### config.mk
export PLATFORM = sky130hd
export DESIGN_NAME = shop_cmd_assembler
export DESIGN_NICKNAME = d
export VERILOG_FILES = /design/src/rtl/shop_pkg.sv /design/src/rtl/hex_ascii_decode.sv /design/src/rtl/shop_cmd_assembler.sv
export SDC_FILE = /design/constraint.sdc
export NUM_CORES = 1
export LEC_CHECK = 0
export ABC_CLOCK_PERIOD_IN_PS = 9200
export CAP_MARGIN = 20
export CORE_MARGIN = 5
export CORE_UTILIZATION = 59
export DETAILED_ROUTE_END_ITERATION = 16
export GPL_ROUTABILITY_DRIVEN = 0
export GPL_TIMING_DRIVEN = 0
export PLACE_DENSITY = 0.85
export RECOVER_POWER = 100
export SYNTH_ARGS = -nofsm -noshare
export SYNTH_HDL_FRONTEND = slang
export SYNTH_SLANG_ARGS = --single-unit
### constraint.sdc
create_clock -name i_clk -period 9.2 [get_ports i_clk]
set_input_delay 1.84 -clock i_clk [delete_from_list [all_inputs] [get_ports i_clk]]
set_output_delay 1.84 -clock i_clk [all_outputs]
set_load 0.01 [all_outputs]
### src/rtl/shop_pkg.sv
// Shared definitions for the shop command front end and the shop core:
// ASCII constants, assembler state encoding and the shared width parameters.
package shop_pkg;

    localparam int A_NUM_ASCII_CHARS = 7;
    localparam int U_NUM_BITS        = 4;

    localparam logic [7:0] CHAR_CR       = 8'h0D;
    localparam logic [7:0] CHAR_LF       = 8'h0A;
    localparam logic [7:0] CHAR_BS       = 8'h08;
    localparam logic [7:0] CHAR_AT       = 8'h40;
    localparam logic [7:0] CHAR_PRINT_LO = 8'h20;
    localparam logic [7:0] CHAR_PRINT_HI = 8'h7E;

    typedef enum logic [1:0] {
        S_COLLECT = 2'd0,
        S_DISCARD = 2'd1,
        S_ISSUE   = 2'd2,
        S_GAP     = 2'd3
    } asm_state_t;

endpackage

### src/rtl/hex_ascii_decode.sv
// Combinational ASCII hex digit decoder (0-9, A-F, a-f).
module hex_ascii_decode (
    input  logic [7:0] i_char,
    output logic       o_is_hex,
    output logic [3:0] o_val
);

    // Classify the character and produce its nibble value.
    always_comb begin
        o_is_hex = 1'b0;
        o_val    = 4'd0;
        if (i_char >= 8'h30 && i_char <= 8'h39) begin
            o_is_hex = 1'b1;
            o_val    = 4'(i_char - 8'h30);
        end else if (i_char >= 8'h41 && i_char <= 8'h46) begin
            o_is_hex = 1'b1;
            o_val    = 4'(i_char - 8'h37);
        end else if (i_char >= 8'h61 && i_char <= 8'h66) begin
            o_is_hex = 1'b1;
            o_val    = 4'(i_char - 8'h57);
        end
    end

endmodule

### src/rtl/shop_cmd_assembler.sv
// Byte-serial ASCII line assembler feeding the shop core.
// Collects a line, strobes the right-aligned word on o_a (o_rdy), handles
// "@<hex>" user-select lines on o_u, flags overlong/bad lines on o_err and
// holds off input for GAP_CYCLES after every issued line.
// Optional feature macro: SHOP_CMD_ASM_BACKSPACE_EN enables BS line editing;
// when undefined BS is treated as an ignored non-printable byte.
module shop_cmd_assembler
    import shop_pkg::*;
#(
    parameter int A_NUM_ASCII_CHARS = shop_pkg::A_NUM_ASCII_CHARS,
    parameter int A_NUM_BITS        = A_NUM_ASCII_CHARS * 8,
    parameter int U_NUM_BITS        = shop_pkg::U_NUM_BITS,
    parameter int GAP_CYCLES        = 2
) (
    input  logic                  i_clk,
    input  logic                  i_reset,
    input  logic                  i_char_vld,
    input  logic [7:0]            i_char,
    output logic                  o_char_rdy,
    output logic [A_NUM_BITS-1:0] o_a,
    output logic [U_NUM_BITS-1:0] o_u,
    output logic                  o_rdy,
    output logic                  o_err
);

    localparam int CNT_W = $clog2(A_NUM_ASCII_CHARS + 1);
    localparam int GAP_W = $clog2(GAP_CYCLES + 1);

    asm_state_t            state_q, state_d;
    logic [A_NUM_BITS-1:0] line_q, line_d;
    logic [CNT_W-1:0]      count_q, count_d;
    logic [GAP_W-1:0]      gap_q, gap_d;
    logic [A_NUM_BITS-1:0] a_q, a_d;
    logic [U_NUM_BITS-1:0] u_q, u_d;
    logic                  rdy_q, rdy_d;
    logic                  err_q, err_d;

    logic [7:0] first_char;
    logic       last_is_hex;
    logic [3:0] last_hex_val;
    logic       is_printable;

    hex_ascii_decode u_hex (
        .i_char   (line_q[7:0]),
        .o_is_hex (last_is_hex),
        .o_val    (last_hex_val)
    );

    // Pick out the first (oldest) character of the current line.
    always_comb begin
        first_char = 8'h00;
        for (int i = 0; i < A_NUM_ASCII_CHARS; i++) begin
            if (count_q == CNT_W'(i + 1)) first_char = line_q[8*i +: 8];
        end
    end

    assign is_printable = (i_char >= CHAR_PRINT_LO) && (i_char <= CHAR_PRINT_HI);

    // Characters are only taken while collecting or discarding, never in reset.
    assign o_char_rdy = !i_reset && ((state_q == S_COLLECT) || (state_q == S_DISCARD));

    // Next-state, line editing and output load decisions.
    always_comb begin
        state_d = state_q;
        line_d  = line_q;
        count_d = count_q;
        gap_d   = gap_q;
        a_d     = a_q;
        u_d     = u_q;
        rdy_d   = 1'b0;
        err_d   = 1'b0;
        case (state_q)
            S_COLLECT: begin
                if (i_char_vld) begin
                    if (i_char == CHAR_CR) begin
                        if (count_q == '0) begin
                            state_d = S_COLLECT;
                        end else if (first_char == CHAR_AT) begin
                            if (count_q == CNT_W'(2) && last_is_hex) u_d = U_NUM_BITS'(last_hex_val);
                            else                                     err_d = 1'b1;
                            state_d = S_ISSUE;
                        end else begin
                            a_d     = line_q;
                            rdy_d   = 1'b1;
                            state_d = S_ISSUE;
                        end
                    end else if (is_printable) begin
                        if (count_q < CNT_W'(A_NUM_ASCII_CHARS)) begin
                            line_d  = {line_q[A_NUM_BITS-9:0], i_char};
                            count_d = count_q + 1'b1;
                        end else begin
                            state_d = S_DISCARD;
                        end
                    end
`ifdef SHOP_CMD_ASM_BACKSPACE_EN
                    else if (i_char == CHAR_BS && count_q != '0) begin
                        line_d  = line_q >> 8;
                        count_d = count_q - 1'b1;
                    end
`endif
                end
            end
            S_DISCARD: begin
                if (i_char_vld && i_char == CHAR_CR) begin
                    err_d   = 1'b1;
                    state_d = S_ISSUE;
                end
            end
            S_ISSUE: begin
                line_d  = '0;
                count_d = '0;
                gap_d   = '0;
                state_d = S_GAP;
            end
            S_GAP: begin
                if (gap_q == GAP_W'(GAP_CYCLES - 1)) begin
                    gap_d   = '0;
                    state_d = S_COLLECT;
                end else begin
                    gap_d = gap_q + 1'b1;
                end
            end
            default: state_d = S_COLLECT;
        endcase
    end

    // State and output registers; reset drops any partial line.
    always_ff @(posedge i_clk or posedge i_reset) begin
        if (i_reset) begin
            state_q <= S_COLLECT;
            line_q  <= '0;
            count_q <= '0;
            gap_q   <= '0;
            a_q     <= '0;
            u_q     <= '0;
            rdy_q   <= 1'b0;
            err_q   <= 1'b0;
        end else begin
            state_q <= state_d;
            line_q  <= line_d;
            count_q <= count_d;
            gap_q   <= gap_d;
            a_q     <= a_d;
            u_q     <= u_d;
            rdy_q   <= rdy_d;
            err_q   <= err_d;
        end
    end

    assign o_a   = a_q;
    assign o_u   = u_q;
    assign o_rdy = rdy_q;
    assign o_err = err_q;

endmodule

==> results of run 1 <==
## sequential cells by signal (all words and copies together), names as in the netlist
name	flops
line_q	56
o_a	56
o_u	4
count_q	3
gap_q	2
state_q	2
o_err	1
o_rdy	1
## final cells by class
cell class                      count  area (um2)  share of cell area
Clock buffer                       19       431.7             0.06203
Clock inverter                     13       212.7             0.03056
Timing Repair Buffer               74       758.2              0.1090
Buffer                             24       102.6             0.01474
Tap cell                          111       138.9             0.01996
Sequential cell                   125        3128              0.4495
Inverter                           18       68.82            0.009889
Multi-Input combinational cell    255        2118              0.3044
## kinds of logic (layout without fill, tap and decap cells)
kind of cell	count (synthesis)	count (layout)	synth area share
flip-flops	125	125	0.5709
buffers and inverters	42	148	0.03791
multiplexers	61	61	0.1270
AND/OR/NAND/NOR	77	77	0.08130
adder cells (fa/ha/maj)	13	13	0.02969
AO/OA/AOI/OAI	104	104	0.1532
## how the worst max path moves through the flow
stage / from / endpoint / slack [ns]
4_1_cts: i_reset / o_char_rdy / 4.34
2_1_floorplan: i_reset / count_q[0]$_DFFE_PP0P_ / 4.03
3_3_place_gp: i_reset / o_a[37]$_DFFE_PP0P_ / 2.50
3_5_place_dp: i_reset / o_char_rdy / 4.36
5_1_grt: i_char[0] / line_q[10]$_DFFE_PP0P_ / 3.64
6_report: i_char[0] / count_q[2]$_DFFE_PP0P_ / 3.51
## cell usage in the layout (no fill, tap or decap), types with 3 or more instances in the layout
master	count
sky130_fd_sc_hd__clkinv_4	3
sky130_fd_sc_hd__dfrtp_1	125
sky130_fd_sc_hd__or4_1	3
sky130_fd_sc_hd__nand3_1	5
sky130_fd_sc_hd__nand4_1	3
sky130_fd_sc_hd__mux2_4	3
sky130_fd_sc_hd__o31ai_1	4
sky130_fd_sc_hd__clkbuf_1	22
sky130_fd_sc_hd__inv_1	16
sky130_fd_sc_hd__o21ai_0	15
sky130_fd_sc_hd__nor3b_1	3
sky130_fd_sc_hd__or3_1	3
sky130_fd_sc_hd__clkbuf_16	16
sky130_fd_sc_hd__ha_1	13
sky130_fd_sc_hd__nand2_1	21
sky130_fd_sc_hd__a21oi_1	9
sky130_fd_sc_hd__dlygate4sd3_1	66
sky130_fd_sc_hd__nor2_1	11
sky130_fd_sc_hd__nand3b_1	5
sky130_fd_sc_hd__clkinvlp_4	3
sky130_fd_sc_hd__mux2_2	15
sky130_fd_sc_hd__clkdlybuf4s50_1	7
sky130_fd_sc_hd__nor4_1	4
sky130_fd_sc_hd__a22o_1	54
sky130_fd_sc_hd__mux2_1	41
sky130_fd_sc_hd__nor3_1	3
sky130_fd_sc_hd__bufinv_16	5
## power groups by stage
| stage | clock (mW) | combinational, mW | sequential, mW |
|---|---|---|---|
| final | 0.724 | 0.511 | 0.800 |
| after detailed placement | 0 | 0.492 | 0.802 |
| after CTS | 0.724 | 0.515 | 0.795 |
| after global placement | 0 | 0.471 | 0.794 |
| after global routing | 0.755 | 0.557 | 0.812 |
| after floorplan | 0 | 0.377 | 0.745 |
## metrics by stage
stage / power [mW] / setup WS (ns) / cell area (um2)
2_1_floorplan: 1.122 / 4.032 / 5479
3_3_place_gp: 1.264 / 2.497 / 6349
3_5_place_dp: 1.294 / 4.356 / 6381
4_1_cts: 2.034 / 4.343 / 7025
5_1_grt: 2.123 / 3.641 / 6959
6_report: 2.035 / 3.510 / 6959
## routing by layer
layer | up-vias | GRT usage | part of all wire
met5 | - | 0 | 0
met4 | 0 | 0.1027 | 0.035
met3 | 58 | 0.07529 | 0.068
met2 | 199 | 0.4023 | 0.49
met1 | 2063 | 0.3242 | 0.41
li1 | 1766 | - | -
## worst max-delay path, cell delays in order
cell	delay, ns
sky130_fd_sc_hd__dlygate4sd3_1	0.59
sky130_fd_sc_hd__nand3_1	0.19
sky130_fd_sc_hd__o221ai_1	0.25
sky130_fd_sc_hd__a2111oi_0	2.36
sky130_fd_sc_hd__inv_1	0.51
sky130_fd_sc_hd__o21ai_0	0.37
==> run summary, run 1 <==
The synthesized area per cell came out at 12.98 um2. The number of global-route vias before repair came out at 4290. The count of nets left with antenna violations once routing finished came out at 0.

The share of flip-flops with an asynchronous set or reset after synthesis came out at 1.000. For this run the aggregate overflow at the end of global routing stands at 0. Among all cell types in the netlist, the one instantiated most often is sky130_fd_sc_hd__dfrtp_1. No sink is reached through more buffers than the 2 on the longest clock path. In this run the worst path has a maximum fanout of 8. The worst min-delay path category is reg2reg.

By startpoint and endpoint, the worst setup path is classified as in2reg. In the synthesized netlist, the cells that appear most often are 125 x sky130_fd_sc_hd__dfrtp_1, 54 x sky130_fd_sc_hd__a22o_1, 40 x sky130_fd_sc_hd__mux2_1. The maximum clock frequency came out at 175.8 MHz. Of the total power, registers draw 0.393. The fraction of power spent switching nets is 0.3369. The number of nets in the synthesized netlist is between 400 and 500.

The endpoint identified for the worst register-to-register timing path is o_a[1]$_DFFE_PP0P_. After floorplanning, the core was divided into 35 placement rows. The final total negative setup slack came out at 0 ns. The worst path in the final design needs a cycle of 5.690 ns, including I/O delays and setup. CTS placed an instance of sky130_fd_sc_hd__clkbuf_8 at the clock tree root. The final core area utilization came out at 0.7604. The pin count of the biggest net entering global routing came out at between 80 and 90. The hold path depth came out at 1. The signed area change from the synthesized netlist to the final layout came out at 27.02%. In this run the standard cell core region covers slightly above 9000 um2. The number of slew-limit violations in the final report is 53. Measured against its own limit, the worst slew margin works out to -1.024. In the routed layout, each cell is associated on average with a via count of between 6 and 7.

The number of CTS-inserted buffers is 17. In this run the static leakage power is about 3.5 nW. The total via count in the routed design is 4086. The worst hold path begins at gap_q[1]$_DFFE_PP0P_. The number of antenna violations at the first check in global routing is 0.

The length of the first detailed-routing pass in iterations is 5. By area the synthesized netlist is led by sky130_fd_sc_hd__dfrtp_1 57%, sky130_fd_sc_hd__a22o_1 8.6%, sky130_fd_sc_hd__mux2_1 8.2%, sky130_fd_sc_hd__mux2_2 3.3%, sky130_fd_sc_hd__ha_1 3.0%. In the global route stage, overall resource usage came out at 0.2526. The kind of end point of the critical path is a register. The x dimension of the die came out at 106.4 um. The slack of the worst reg-to-reg path came out at around 4.7 ns. The power per standard cell area came out at roughly 300 nW/um2. The number of gates given a new drive strength after cts came out at 0. The HPWL reported at the end of detailed placement came out at 8716 um. Buffers placed on the I/O ports in this run total 73. The type of element launching the critical path is an input pin. The checks that failed: max-capacitance violations, max-slew violations. The share of total power dissipated in the clock network is 0.355. The cell area that synthesis handed to floorplanning was 5479 um2. The tool flagged a number of max-cap violations equal to 2.

The number of setup buffers added after CTS is 0. The final-layout worst hold slack came out at ~0.48 ns. For this run, the leading register cell type out of synthesis is sky130_fd_sc_hd__dfrtp_1. The final cycle utilization of the critical path is 0.6184.

The average wire length per cell after detail routing is 21.15 um. The clock reaches the later pin of the worst-skew pair after ~0.53 ns. The clock transition time at the flip-flop clock pins of the worst setup and hold paths came out at approximately 0.060 ns. The first-pass GRT wire length is 22310 um. The die span in y came out at 106.4 um. The initial utilization of the core area, before any placement, comes to 0.5986. The final-report hold violation count is 0. The part of the total power dissipated in combinational logic is 0.251. TritonCTS built the clock tree. The hold-fix buffer count after cts is 0. The data arrival at the endpoint of the critical path is roughly 6.1 ns. The number of fillers in the final layout came out at between 500 and 600.

The switching power of the nets came out at 0.6857 mW. The number of distinct library cell variants in the gate-level netlist after synthesis came out at 54. The number of DRC violations after detailed routing is 0. The flow ran to the end, but the final reports show violations. The count of flip-flops with a built-in enable after synthesis came out at 0. The total of endpoints with negative setup slack in the final report is 0. The warning count from the yosys run came out at 0. 74 I/O pins were placed. Of the synthesized area, sequential elements account for 0.5709. Clock skew on the completed layout was measured at 0.008896 ns. The die area came out at ~11000 um2.

Counting tap cells, the placed design contains a total of 607 instances. The share of layout cells above drive strength 1 came out at 0.1155. The depth of the CTS H-tree came out at 4. For hold timing, the worst endpoint is gap_q[1]$_DFFE_PP0P_. The total number of nets in the final design is around 540. After technology mapping, the gate count stands at 422. The required time at the worst-slack endpoint came out at 9.62 ns.

The final standard cell count with taps included and fillers excluded is approximately 640. The routed design has approximately 14000 um of wire. The largest area contributor in the synthesized netlist is sky130_fd_sc_hd__dfrtp_1. The reg-to-reg critical path startpoint is count_q[2]$_DFFE_PP0P_.

Setup repair after global routing left no endpoint under its margin. The pin slew with the least headroom to its limit is about 3 ns. The internal portion of the total power is 1.350 mW. The maximum VDD drop came out at 0.1537 mV. The synthesized flop and latch total is approximately 130.

The number of antenna cells inserted is 0. The violation count after the first detailed-route iteration is around 370. The worst reg2reg path depth came out at 12. The number of sinks on the clock net is roughly 130. Of the post-synthesis cell area, the dominant cell type holds 0.5709.
Note: power is estimated with default switching activity, not from simulation.
==> inputs of run 2 (changes only) <==
ABC_CLOCK_PERIOD_IN_PS = 4600   (was 9200)
CORE_UTILIZATION = 49   (was 59)
PLACE_DENSITY = 0.75   (was 0.85)
clock period = 4.6 ns   (was 9.2 ns; I/O delays follow)
==> run 2 against run 1 <==
The flow still finishes with violations (max-capacitance violations, max-slew violations). Final cell count grew 4.7%. Wire length shrank 7.8%. Clock power grew 99%. First-iteration DRC count shrank 7.4%. Critical path type unchanged. Largest power group unchanged.
==> run summary, run 2 (synthesis results as in run 1) <==
The total via count in the routed design is 3900. The hold path depth came out at 1. The region available for standard cell placement spans 10890 um2.

The post-detailed-route count of antenna-violating nets came out at 0. Of the cells placed in the final design, the portion with a size suffix greater than 1 is 0.1267. The worst slew margin relative to its limit came out at -0.6627. The number of global-route vias before repair is 3966.

The power per standard cell area is 569.2 nW/um2. Max-cap violations in this run came to 2. The final cycle utilization of the critical path came out at 0.8021. Hold repair after CTS inserted 0 buffers. The number of sinks on the clock net is 125. The maximum single-stage delay on the critical path is between 1 and 1.5 ns.

CTS built an H-tree with a depth of 4. The die is 115.7 um wide. In the final design database the tool counted 540 nets. For this design the static power due to leakage is between 3 and 4 nW. The data arrival at the endpoint of the critical path is 4.14 ns. The most numerous cell type found on the critical path is sky130_fd_sc_hd__clkbuf_1. The final-layout worst hold slack is 0.4835 ns.

The worst reg2reg path depth came out at 11. The required time at the worst-slack endpoint came out at between 5 and 6 ns. The cell sitting at the root of the clock tree is a sky130_fd_sc_hd__clkbuf_8. The worst setup path is launched from an input pin.

TritonCTS built the clock tree. The number of placement rows came out at 38. The critical path goes through dlygate4sd3_1, nand4_1, o221ai_1, a2111oi_0, clkbuf_1, clkbuf_1, a22o_1. Clock-pin slew was measured on the worst setup and hold paths at around 0.060 ns. In this run the deepest clock path goes through 2 buffers.

The detail-routed via count per cell came out at 5.830. The number of DRC violations after detailed routing is 0. The library cell used most frequently in the layout, excluding fill and tap cells, is sky130_fd_sc_hd__dfrtp_1.

The biggest fanout along the worst timing path came out at 10. The number of antenna cells inserted came out at 0. The total power came out at 4.004 mW.

STA classifies the critical path endpoint as a register. At the later pin of the worst-skew pair, clock insertion delay measures 0.52 ns. The final-report hold violation count is 0. For this design, the slowest cell found on the critical path is sky130_fd_sc_hd__a2111oi_0. The worst min-delay path category is reg2reg. The number of slew-limit violations in the final report came out at 61. The final reports fail on max-capacitance violations, max-slew violations. The HPWL reported at the end of detailed placement came out at 8919 um. The largest delay contributor family on the critical path is compound AO/OA/AOI/OAI gates. The run finished, with violations left. Relative to the synthesized area, the layout overhead comes to 28.39%. The worst-case IR drop observed on VDD is ~0.32 mV. The I/O pin count is 74. OpenSTA, run right after detailed placement, puts the worst setup slack at approximately 1 ns. The first TritonRoute pass finished after 5 iterations. Entering global routing, the biggest net connects between 70 and 80 pins. Setup violations remaining at the end of the flow were counted as 0. The maximum clock frequency is approximately 270 MHz.

The final core area utilization is 0.6461. The first routing iteration left 338 violations. The number of setup buffers added after CTS is 0. Setup repair after global routing left no endpoint under its margin. For this run, the total global-route usage over all layers was measured as 0.2016. The first-pass GRT wire length came out at just over 20000 um. The post-detailed-placement cell area came out at 6417 um2.

The setup clock skew after layout came out at 0.008994 ns. Dividing the detail-routed wire length by the instance count gives between 15 and 20 um. The final worst setup slack is 0.9102 ns. The cell depth of the worst setup path came out at 7. Global routing finished with a remaining overflow of 0. The starting density of the core came out at 0.5032. The number of antenna violations at the first check in global routing came out at 0. The count of buffer and inverter cells on the critical path came out at 3.

The number of I/O port buffers is 73. The top cell types in the final layout, fill and taps aside, are 125 x sky130_fd_sc_hd__dfrtp_1, 65 x sky130_fd_sc_hd__dlygate4sd3_1, 54 x sky130_fd_sc_hd__a22o_1. The summed area of non-filler cells in the final layout came out at 7034 um2.

The die span in y is 115.7 um. The minimum period implied by the final worst setup slack came out at between 3 and 4 ns. The worst setup path is of the in2reg kind. For the pin with the worst max-slew slack, the measured transition is 2.480 ns.

The die area is 13400 um2. The number of CTS-inserted buffers came out at 17. The number of gates given a new drive strength after cts is 0. Wires add up to roughly 12000 um.
## run 2: cell count changes in the layout (fill, tap and decap cells not counted), sizes merged
cell,delta
clkinvlp,-1
buf,+5
clkbuf,-4
dlygate4sd3,-1
clkinv,+1
clkdlybuf4s50,+1
## run 2: path summary, 6_finish.rpt
kind                                   startpoint                      to  slack, ns
setup / recovery                        i_char[6]   line_q[3]$_DFFE_PP0P_       0.91
setup reg to reg           count_q[2]$_DFFE_PP0P_     o_a[27]$_DFFE_PP0P_       0.95
min in group asynchronous                 i_reset   line_q[6]$_DFFE_PP0P_       1.56
hold / removal                o_a[23]$_DFFE_PP0P_     o_a[23]$_DFFE_PP0P_       0.48
max in group asynchronous                 i_reset  line_q[44]$_DFFE_PP0P_       1.91
hold reg to reg               o_a[23]$_DFFE_PP0P_     o_a[23]$_DFFE_PP0P_       0.48
## run 2: per-stage QoR
stage          std cells  TNS (ns)
2_1_floorplan        422         0
3_3_place_gp         635   -150.84
3_5_place_dp         636         0
4_1_cts              668         0
5_1_grt              669         0
6_report             669         0
## run 2: area by class of cell
cell class / instances / area (um2)
fillers: 833 / 3854
plain buffers: 24 / 136.4
flip-flops and latches: 125 / 3128
multi-input cells: 255 / 2118
clock buffers: 19 / 431.7
well taps: 140 / 175.2
repair buffers: 75 / 762.0
inverters: 18 / 68.82
clock inverters: 13 / 214.0
## run 2: per-layer routing
metal,routed length [um],up-vias,GRT usage,share of wire
li1,-,1779,-,-
met1,5397,1967,0.2689,0.43
met2,6087,125,0.3214,0.49
met3,743,29,0.05379,0.060
met4,227,0,0.07115,0.018
met5,0,-,0,0
## run 2: where the power goes
part | total [mW] | switching (mW) | internal [mW]
sequential | 1.59 | 0.272 | 1.31
clock | 1.44 | 0.488 | 0.952
combinational | 0.977 | 0.544 | 0.433
==> inputs of run 3 (changes only) <==
ABC_CLOCK_PERIOD_IN_PS = 3350   (was 4600)
clock period = 3.35 ns   (was 4.6 ns; I/O delays follow)
==> run 3 against run 2 <==
The run now ends clean. Non-clock buffer count grew 3. Sequential power grew 37%. Critical path depth grew 5. Clock skew shrank 0.00064 ns. Global-route usage grew 1.0 points. First-iteration DRC count shrank 7.1%. Setup slack lost 0.79 ns. Register-to-register slack lost 0.83 ns. Wire length grew 5.7%. Die area is the same. Combinational power grew 48%. Worst hold slack is essentially flat. Critical path type is now reg2reg. Largest cell class unchanged. Largest power group unchanged.
==> run summary, run 3 (synthesis results as in run 1) <==
The run finished with clean final reports. The worst setup path is of the reg2reg kind. The number of max-cap violations came out at 0. The pin count of the biggest net entering global routing is 36. After floorplanning, the core was sized to cover roughly 11000 um2.

The sequential standard cell area is 3128 um2. Clock-pin slew was measured on the worst setup and hold paths at roughly 0.060 ns. The number of antenna violations at the first check in global routing is 0.

The slowest stage of the critical path is the sky130_fd_sc_hd__dfrtp_1 cell. For this design the ratio of total power to cell area is 780.9 nW/um2. At the worst endpoint, the arrival time is 3.63 ns. The static power due to leakage came out at 3.513 nW. The post-detailed-route count of antenna-violating nets came out at 0. The number of placement rows came out at 38.

The setup clock skew after layout came out at 0.008357 ns. The die span in y came out at 115.7 um. The multi-input combinational cell area is between 2000 and 2500 um2. The count of buffer and inverter cells on the critical path is 5. The final-report hold violation count is 0.

After clock tree synthesis, the flow added hold-fix buffers numbering 0. The final worst setup slack came out at 0.1208 ns. The kind of end point of the critical path is a register. The number of slew-limit violations in the final report is 0.

The total overflow left after global routing is 0. TritonCTS built the clock tree. After layout, the minimum clock period comes to 3.229 ns. The path class of the tightest hold or removal check is reg2reg. Clock tree synthesis inserted a total of 17 buffers. The final core area utilization is 0.6456.

The top cell types in the final layout, fill and taps aside, are 125 x sky130_fd_sc_hd__dfrtp_1, 64 x sky130_fd_sc_hd__dlygate4sd3_1, 54 x sky130_fd_sc_hd__a22o_1. The clock insertion delay at the later pin of the skew report is 0.53 ns. The number of fillers in the final layout is 833. Across the VDD grid, the largest voltage drop is between 0.3 and 0.4 mV.

The final cycle utilization of the critical path is 0.9639. The worst slew margin relative to its limit came out at 0.1079. The initial utilization of the core area, before any placement, comes to 0.5032. Along the worst path, the maximum fanout reaches 10. After the last flow step, the layout net total stands at 543. The overall track demand over capacity in global routing came out at 0.2118. The final wirelength came out at 13160 um. The depth of the CTS H-tree came out at 4. In this design, the stage delay of the slowest critical-path cell is 0.42 ns. The root buffer cell chosen for the clock tree is sky130_fd_sc_hd__clkbuf_8. The number of global-route vias before repair is 4015.

The average wire length per cell after detail routing came out at just under 20 um. After the first detailed-routing iteration, the DRC count stood at between 300 and 400. Traced cell by cell, the critical path runs through buf_2, inv_1, ha_1, buf_2, a21oi_1, a222oi_1, o31ai_1, nand4_1, o2111ai_2, buf_6, buf_6, mux2_1. The detail-routed via count per cell is 5.813.

The cell family contributing the most delay on the critical path is buffers and inverters. From left edge to right edge, the die measures around 120 um. During I/O placement, the number of pins put on the boundary was between 70 and 80. Including well taps, the total number of placed cells is approximately 640. The worst slack at placement is -0.09515 ns. The length of the first detailed-routing pass in iterations is 6.

The die covers 13400 um2. The first-pass GRT wire length is about 22000 um. For the worst setup path, the data required time is 3.75 ns.

The total of endpoints with negative setup slack in the final report came out at 0. The commonest non-fill, non-tap cell in the layout is sky130_fd_sc_hd__dfrtp_1. The final standard cell count with taps included and fillers excluded came out at between 600 and 700. The number of sinks on the clock net is approximately 130. The HPWL reported at the end of detailed placement came out at 9116 um. Buffers placed on the I/O ports in this run total 73. The worst setup path is launched from a register. The pin slew with the least headroom to its limit came out at ~1.3 ns. For this block, the via count after detailed routing is 3906. The clock tree buffer depth is 2. Based on the critical path, the design can be clocked at up to 309.7 MHz. The share of layout cells above drive strength 1 came out at 0.1485. The number of DRC violations after detailed routing came out at 0. From synthesis to final layout, the design area changed by 28.29%. The number of antenna cells inserted is 0.
## run 3: cell types whose count changed in the layout (fill, tap and decap cells not counted), sizes merged
| cell | before | now |
|---|---|---|
| clkinvlp | 3 | 8 |
| buf | 9 | 13 |
| clkinv | 5 | 2 |
| bufinv | 5 | 3 |
| clkbuf | 36 | 35 |
| clkdlybuf4s50 | 8 | 9 |
| dlygate4sd3 | 65 | 64 |
## run 3: worst register-to-register path, delay by kind of cell, from the launching register on
family | cells | cell delay (ns)
AND/OR/NAND/NOR | 1 | 0.28
buffers and inverters | 5 | 0.96
adder cells (fa/ha/maj) | 1 | 0.23
multiplexers | 1 | 0.36
flip-flops | 1 | 0.42
AO/OA/AOI/OAI | 4 | 0.87
## run 3: layout make-up
cell class | count | area share
Tap cell | 140 | 0.02492
Buffer | 24 | 0.02047
Sequential cell | 125 | 0.4450
Clock inverter | 13 | 0.02350
Inverter | 18 | 0.009790
Clock buffer | 19 | 0.06283
Multi-Input combinational cell | 255 | 0.3049
Timing Repair Buffer | 78 | 0.1086
## run 3: where the power goes
part           total (mW)  switching [mW]  internal (mW)
Clock                1.85           0.680           1.17
Sequential           2.18           0.380           1.80
Combinational        1.45           0.802          0.651
Total                5.49            1.86           3.63
## run 3: path summary, 6_finish.rpt
path                                        startpoint                   to  slack [ns]  cells after the start
worst max-delay path            count_q[2]$_DFFE_PP0P_  o_a[45]$_DFFE_PP0P_        0.12                     12
worst min-delay path               o_a[48]$_DFFE_PP0P_  o_a[48]$_DFFE_PP0P_        0.48                      1
worst max register to register  count_q[2]$_DFFE_PP0P_  o_a[45]$_DFFE_PP0P_        0.12                     12
worst min register to register     o_a[48]$_DFFE_PP0P_  o_a[48]$_DFFE_PP0P_        0.48                      1
max in group asynchronous                      i_reset  o_a[48]$_DFFE_PP0P_        0.64                      4
min in group asynchronous                      i_reset  o_a[10]$_DFFE_PP0P_        0.91                      2
## run 3: per-layer routing
metal,part of all wire,GRT usage
met5,0,0
met4,0.019,0.07193
met3,0.060,0.06005
met2,0.50,0.3380
met1,0.42,0.2813
## run 3: metrics by stage
step	instance area, um2	power [mW]	hold WS [ns]	setup TNS (ns)
after CTS	7061	5.455	0.4856	0
final	7029	5.489	0.4833	0
after detailed placement	6449	3.560	0.4721	-0.7231
after floorplan	5483	3.081	0.4522	0
after global placement	6389	3.497	0.4655	-0.04015
after global routing	7029	5.786	0.5056	-1.384
## run 3: repair_timing
action	CTS	global route
pin swaps	0	2
setup endpoints to repair	1	56
setup buffers	0	2
gates resized for setup	1	2
